$ cat config.mk
export PLATFORM = sky130hd
export DESIGN_NAME = tile_n_planner
export DESIGN_NICKNAME = d
export VERILOG_FILES = /design/src/rtl/tile_n_planner_pkg.sv /design/src/rtl/tile_n_planner_seq_udiv.sv /design/src/rtl/tile_n_planner.sv
export SDC_FILE = /design/constraint.sdc
export NUM_CORES = 2
export LEC_CHECK = 0
export BUFFER_PORTS_ARGS = -buffer_cell sky130_fd_sc_hd__buf_2
export CORE_MARGIN = 10
export CORE_UTILIZATION = 40
export DETAILED_ROUTE_END_ITERATION = 12
export GPL_ROUTABILITY_DRIVEN = 0
export MAX_ROUTING_LAYER = met4
export PLACE_DENSITY = 0.67
export SKIP_LAST_GASP = 1
export SLEW_MARGIN = 20
export SYNTH_ARGS = -nofsm -noshare
export SYNTH_HDL_FRONTEND = slang
export SYNTH_SLANG_ARGS = --single-unit
export TNS_END_PERCENT = 50
$ cat constraint.sdc
create_clock -name clk -period 9.8 [get_ports clk]
set_clock_uncertainty 0.05 [all_clocks]
set_input_delay 0.49 -clock clk [delete_from_list [all_inputs] [get_ports clk]]
set_output_delay 0.49 -clock clk [all_outputs]
set_load 0.01 [all_outputs]
$ cat src/rtl/tile_n_planner_pkg.sv
// Shared types and default sizing for the tile-count planner.
// Latency: n/a (declarations only).
// Backpressure: n/a.
package tile_n_planner_pkg;

    localparam int DEF_GLB_MAX_BYTES = 65536;
    localparam int DEF_BYTES_I       = 1;
    localparam int DEF_BYTES_W       = 1;
    localparam int DEF_BYTES_P       = 4;

    typedef enum logic [1:0] {
        LT_POINTWISE = 2'd0,
        LT_DEPTHWISE = 2'd1,
        LT_STANDARD  = 2'd2,
        LT_LINEAR    = 2'd3
    } layer_t;

    typedef enum logic [2:0] {
        ST_IDLE = 3'd0,
        ST_PREP = 3'd1,
        ST_DIV  = 3'd2,
        ST_POST = 3'd3,
        ST_DONE = 3'd4
    } state_t;

endpackage

$ cat src/rtl/tile_n_planner_seq_udiv.sv
// Unsigned restoring divider, one quotient bit per cycle.
// Latency: i_start edge loads, DATA_W edges iterate, o_done pulses after the last one.
// Backpressure: none; i_start restarts the division unconditionally.
module seq_udiv #(
    parameter int DATA_W = 32
) (
    input  logic              clk,
    input  logic              rst_n,
    input  logic              i_start,
    input  logic [DATA_W-1:0] i_dividend,
    input  logic [DATA_W-1:0] i_divisor,
    output logic              o_done,
    output logic [DATA_W-1:0] o_quotient
);

    localparam int CNT_W = $clog2(DATA_W + 1);

    logic [DATA_W-1:0] r_quo;
    logic [DATA_W-1:0] r_rem;
    logic [DATA_W-1:0] r_div;
    logic [CNT_W-1:0]  r_cnt;
    logic              r_done;

    logic [DATA_W:0]   w_rem_sh;
    logic [DATA_W-1:0] w_sub;
    logic              w_ge;

    // Remainder stays below the divisor, so the shifted value needs one extra bit
    // and the difference always fits back into DATA_W bits.
    assign w_rem_sh = {r_rem, r_quo[DATA_W-1]};
    assign w_ge     = (w_rem_sh >= {1'b0, r_div});
    assign w_sub    = w_rem_sh[DATA_W-1:0] - r_div;

    always_ff @(posedge clk or negedge rst_n) begin
        if (!rst_n) begin
            r_quo  <= '0;
            r_rem  <= '0;
            r_div  <= '0;
            r_cnt  <= '0;
            r_done <= 1'b0;
        end else begin
            r_done <= 1'b0;
            if (i_start) begin
                r_quo <= i_dividend;
                r_rem <= '0;
                r_div <= i_divisor;
                r_cnt <= CNT_W'(DATA_W);
            end else if (r_cnt != '0) begin
                r_quo  <= {r_quo[DATA_W-2:0], w_ge};
                r_rem  <= w_ge ? w_sub : w_rem_sh[DATA_W-1:0];
                r_cnt  <= r_cnt - 1'b1;
                r_done <= (r_cnt == CNT_W'(1));
            end
        end
    end

    assign o_done     = r_done;
    assign o_quotient = r_quo;

endmodule

$ cat src/rtl/tile_n_planner.sv
// Plans how many tiles fit in global SRAM: floor(free bytes / bytes per tile), clamped and aligned.
// Latency: done pulses DATA_W+3 edges after the start-accepting edge, fault cases included.
// Backpressure: start is only sampled in IDLE; requests while busy are dropped.
module tile_n_planner
    import tile_n_planner_pkg::*;
#(
    parameter int GLB_BYTES = DEF_GLB_MAX_BYTES,
    parameter int BYTES_I   = DEF_BYTES_I,
    parameter int BYTES_W   = DEF_BYTES_W,
    parameter int BYTES_P   = DEF_BYTES_P,
    parameter int DATA_W    = 32,
    parameter int PW_ALIGN  = 4
) (
    input  logic              clk,
    input  logic              rst_n,
    input  logic              start,
    input  logic [1:0]        layer_type,
    input  logic [1:0]        kH,
    input  logic [1:0]        kW,
    input  logic [7:0]        tile_D,
    input  logic [7:0]        tile_K,
    input  logic [7:0]        tile_D_f,
    input  logic [7:0]        tile_K_f,
    input  logic [7:0]        M1,
    input  logic [7:0]        M2,
    input  logic [7:0]        M3,
    input  logic [DATA_W-1:0] n_limit,
    output logic              busy,
    output logic              done,
    output logic [DATA_W-1:0] tile_n,
    output logic              err
);

    // Wide enough that byte products of 8-bit operands never wrap, even for small DATA_W.
    localparam int CW = (DATA_W + 2 > 48) ? DATA_W + 2 : 48;
    localparam logic signed [CW-1:0] MAXV = {{(CW-DATA_W){1'b0}}, {DATA_W{1'b1}}};
    localparam logic [DATA_W-1:0] PW_MASK = ~DATA_W'(PW_ALIGN - 1);

    state_t            r_state;
    state_t            w_state_nxt;

    layer_t            r_layer;
    logic [1:0]        r_kh, r_kw;
    logic [7:0]        r_td, r_tk, r_tdf, r_tkf, r_m1, r_m2, r_m3;
    logic [DATA_W-1:0] r_n_limit;
    logic              r_fault;
    logic [DATA_W-1:0] r_tile_n;
    logic              r_err;
    logic              r_done;

    logic [CW-1:0]        w_filt, w_bias, w_mterm, w_den;
    logic signed [CW-1:0] w_num;
    logic                 w_fault;
    logic [DATA_W-1:0]    w_num_u, w_den_u;
    logic                 w_div_start, w_div_done;
    logic [DATA_W-1:0]    w_quo;
    logic [DATA_W-1:0]    w_q_raw, w_q_lim, w_q_final;

    assign w_filt  = CW'(r_kh) * CW'(r_kw) * CW'(r_tdf) * CW'(r_tkf) * CW'(BYTES_W);
    assign w_bias  = CW'(r_tk) * CW'(BYTES_P);
    assign w_mterm = CW'(r_m2) * CW'(r_m3) * CW'(r_tk) * CW'(BYTES_P);
    assign w_den   = CW'(r_m1) * CW'(r_td) * CW'(BYTES_I) + CW'(r_m3) * CW'(r_tk) * CW'(BYTES_P);
    assign w_num   = $signed(CW'(GLB_BYTES)) - $signed(w_filt) - $signed(w_bias) + $signed(w_mterm);
    assign w_fault = (w_num < 0) || (w_den == '0);

    // Operands beyond the divider range saturate; only reachable with a narrow DATA_W.
    assign w_num_u = (w_num > MAXV) ? '1 : w_num[DATA_W-1:0];
    assign w_den_u = (w_den > CW'(MAXV)) ? '1 : w_den[DATA_W-1:0];

    assign w_div_start = (r_state == ST_PREP);

    seq_udiv #(
        .DATA_W (DATA_W)
    ) u_div (
        .clk        (clk),
        .rst_n      (rst_n),
        .i_start    (w_div_start),
        .i_dividend (w_num_u),
        .i_divisor  (w_den_u),
        .o_done     (w_div_done),
        .o_quotient (w_quo)
    );

    assign w_q_raw   = r_fault ? '0 : w_quo;
    assign w_q_lim   = ((r_n_limit != '0) && (w_q_raw > r_n_limit)) ? r_n_limit : w_q_raw;
    assign w_q_final = (r_layer == LT_POINTWISE) ? (w_q_lim & PW_MASK) : w_q_lim;

    always_ff @(posedge clk or negedge rst_n) begin
        if (!rst_n) begin
            r_state <= ST_IDLE;
        end else begin
            r_state <= w_state_nxt;
        end
    end

    always_comb begin
        w_state_nxt = r_state;
        case (r_state)
            ST_IDLE: if (start) w_state_nxt = ST_PREP;
            ST_PREP: w_state_nxt = ST_DIV;
            ST_DIV:  if (w_div_done) w_state_nxt = ST_POST;
            ST_POST: w_state_nxt = ST_DONE;
            ST_DONE: w_state_nxt = ST_IDLE;
            default: w_state_nxt = ST_IDLE;
        endcase
    end

    always_ff @(posedge clk or negedge rst_n) begin
        if (!rst_n) begin
            r_layer   <= LT_POINTWISE;
            r_kh      <= '0;
            r_kw      <= '0;
            r_td      <= '0;
            r_tk      <= '0;
            r_tdf     <= '0;
            r_tkf     <= '0;
            r_m1      <= '0;
            r_m2      <= '0;
            r_m3      <= '0;
            r_n_limit <= '0;
            r_fault   <= 1'b0;
            r_tile_n  <= '0;
            r_err     <= 1'b0;
            r_done    <= 1'b0;
        end else begin
            r_done <= 1'b0;
            if (r_state == ST_IDLE && start) begin
                r_layer   <= layer_t'(layer_type);
                r_kh      <= kH;
                r_kw      <= kW;
                r_td      <= tile_D;
                r_tk      <= tile_K;
                r_tdf     <= tile_D_f;
                r_tkf     <= tile_K_f;
                r_m1      <= M1;
                r_m2      <= M2;
                r_m3      <= M3;
                r_n_limit <= n_limit;
            end
            if (r_state == ST_PREP) begin
                r_fault <= w_fault;
            end
            // Results land on the edge entering DONE so done and the data appear together.
            if (r_state == ST_POST) begin
                r_tile_n <= w_q_final;
                r_err    <= r_fault || (w_q_final == '0);
                r_done   <= 1'b1;
            end
        end
    end

    assign busy   = (r_state != ST_IDLE);
    assign done   = r_done;
    assign tile_n = r_tile_n;
    assign err    = r_err;

endmodule

==> flow_summary_export.csv <==
group,metric,value,unit
sta,relSlewSlack,23.8,%
worst_setup_path,worst_setup_path_start_kind,"flop",
clocking,cts_buffers,27,
layout,synthToLayoutAreaGrowth,15.0,%
sta,period_share,97.7,%
yosys,synth.avg_cell_area,8.88,um2
global_route,grt_max_degree,105,
clocking,clock_path_buffers,3,
yosys,yosys_warnings,0,
global_route,antenna_found_initial,2,
run_status,outcome,"finished, final reports clean",
worst_setup_path,cpMostUsedCell,"fa_1",
flow_run,maxCapViolations,0,
yosys,synth-edff-count,0,
worst_setup_path,cp.required,10.23,ns
clocking,clk_pin_slew,0.06,ns
global_route,grt_pass1_vias,22100,
worst_setup_path,max_stage_delay,0.59,ns
layout,drive_gt1_share,15.7,%
worst_setup_path,cp-end-kind,"flop",
sta,setup_viol,0,
floorplanning,ioPinCount,132,
layout,nets,4028,
detailed_routing,num_vias,21500,
yosys,async_reset_ff_share,100,%
clocking,cts_tree,"built",
floorplanning,fp.dieArea,80000,um2
detailed_routing,drtAntennaViolNets,0,
floorplanning,core-area,68600,um2
detailed_routing,wl_per_cell,15.4,um
layout,mostFrequentLayoutCells,"inv_1, nand2_1, ha_1, fa_1, and2_1",
yosys,syn_area,27600,um2
hold_path,hp-start,"n_limit[18]",
yosys,netlist.area_leader.share,20.9,%
clocking,clkLatencyLatePin,0.58,ns
yosys,synth_cell_type_count,69,
yosys,seq_area_frac_synth,20.1,%
worst_setup_path,startpoint,"r_kh[0]",
yosys,synth_cells,3114,
sta,hold_violations,0,
global_route,grt_pass1_wl,111000,um
worst_setup_path,arrival,10.01,ns
detailed_routing,dr.pass1.iters,5,
clocking,htree_levels,1,
floorplanning,row_count,96,
yosys,synth_ff_type,"dfrtp_1",
global_route,gr-usage-all-layers,16.9,%
place,portBuffers,131,
yosys,syn-num-nets,3813,
place,hpwlAfterDp,50900,um
yosys,ys_seq_elements,222,
worst_setup_path,critPathKind,"flop to flop",
detailed_routing,drtIter0Drc,1065,
floorplanning,die_h,283,um
clocking,cts_root_buffer,"clkbuf_16",
detailed_routing,drc,0,
hold_path,min_path_type,"input pin to flop",
layout,antenna_cells,0,
layout,post-route-cell-area,31800,um2
global_route,overflow,0,
detailed_routing,wirelength,65900,um
detailed_routing,vias_per_cell,5.03,
floorplanning,initial_utilization,40.3,%
yosys,yosysTopAreaCell,"fa_1",
sta,rsz0062_at_grt,"yes",
sta,tightest_slew,1.14,ns
yosys,synthTopCellsByArea,"fa_1, dfrtp_1, ha_1",
sta,fin_crit,9.58,ns
layout,n_fill_cell,6554,
layout,final_common_cell,"inv_1",
sta,setup_ws,0.221,ns
worst_setup_path,r2r_slack,0.22,ns
worst_setup_path,cpMaxStageDelayCell,"fa_1",
clocking,cts.sinks,222,
sta,final_max_slew_viol_count,0,
place,dpl_cell_area,30200,um2
sta,clock.fmax,104,MHz
worst_setup_path,rr_startpoint,"r_kh[0]",
place,preCtsSetupSlack,-0.465,ns
worst_setup_path,critPathMaxFanout,5,
floorplanning,dieWidth,283,um
==> flip-flops by register name, indices dropped and copies added, names as in the netlist, 3 cells and up <==
register and cells:
r_tkf 8, u_div.r_div 19, r_tdf 8, tile_n 32, r_m1 8, r_tk 8, r_m3 8, r_state 3
r_td 8, u_div.r_cnt 6, u_div.o_quotient 32, r_m2 8, r_n_limit 32, u_div.r_rem 32
==> critical path, delay by kind of cell (launching register included) <==
| kind | cells | cell delay [ns] |
|---|---|---|
| adder cells (fa/ha/maj) | 12 | 4.76 |
| flip-flops | 1 | 0.37 |
| buffers and inverters | 7 | 0.61 |
| AND/OR/NAND/NOR | 5 | 0.66 |
| AO/OA/AOI/OAI | 14 | 2.42 |
| XOR/XNOR | 2 | 0.59 |
==> cell type report <==
cell class	count	area, um2	area share [%]
clock buffer	32	704	2.22
clock inverter	15	230	0.724
inverter	513	1930	6.06
multi-input combinational	2276	20300	63.9
sequential	222	5560	17.5
tap	931	1160	3.66
timing repair buffer	289	1880	5.93
==> synth_stat cells, types with 19 or more instances <==
master      n
o21bai_1   27
nand2_1   368
nor3_1     38
mux2i_1    35
xnor2_1    80
a31oi_1    24
dfrtp_1   222
fa_1      288
xor2_1     53
nor2b_1    58
clkbuf_1   94
a21oi_1   114
inv_1     512
a21o_1     59
and3_1     29
mux2_2     70
ha_1      314
and2_1    269
o21ai_0   154
nand4_1    19
nor2_1     94
nand3_1    25
==> metrics by stage <==
stage / TNS [ns] / cells / hold slack [ns] / utilization, %
after floorplan: 0 / 3114 / 0.144 / -
after global placement: -1.65 / 4212 / 0.408 / 44.0
after CTS: -0.00706 / 4266 / 0.0625 / 45.7
after global routing: -2.23 / 4278 / 0.0834 / 46.3
final: 0 / 4278 / 0.0799 / 46.3
after detailed placement: -3.59 / 4212 / 0.413 / 44.0
==> metal layers <==
layer | vias up | global-route usage (%) | routed length [um]
met5 | - | - | 0
met4 | 0 | 3.38 | 1130
met3 | 68 | 1.33 | 2190
met2 | 348 | 28.8 | 32500
met1 | 10600 | 21.7 | 30100
li1 | 10500 | - | -
==> kinds of logic after synthesis <==
group                      Yosys count  synth area share, %
adders and majority gates          602                 35.1
muxes                              105                 4.12
DFF                                222                 20.1
and+or+nand+nor                    969                 17.6
xor gates and xnor gates           133                 4.21
AOI/OAI and AO/OA                  467                 10.5
buffers and inverters              616                 8.44
==> worst paths after layout <==
path	depth (start not counted)	to
min in group asynchronous	2	tile_n[18]
max in group asynchronous	3	r_m2[1]
max	40	u_div.o_quotient[28]
min	3	r_n_limit[18]
max reg2reg	40	u_div.o_quotient[28]
min reg2reg	2	tile_n[21]
==> timing repair <==
| item | in CTS | in global routing |
|---|---|---|
| setup buffers | 6 | 12 |
| pin swaps | 28 | 106 |
| gates resized for setup | 32 | 94 |
| setup endpoints to repair | 12 | 17 |
| hold buffers | 1 | 0 |
| endpoints found under the hold margin | 100 | 0 |
Power is left out: the tool's default activity adds up to more than one toggle a clock period on the data nets, which glitch-free logic cannot reach.
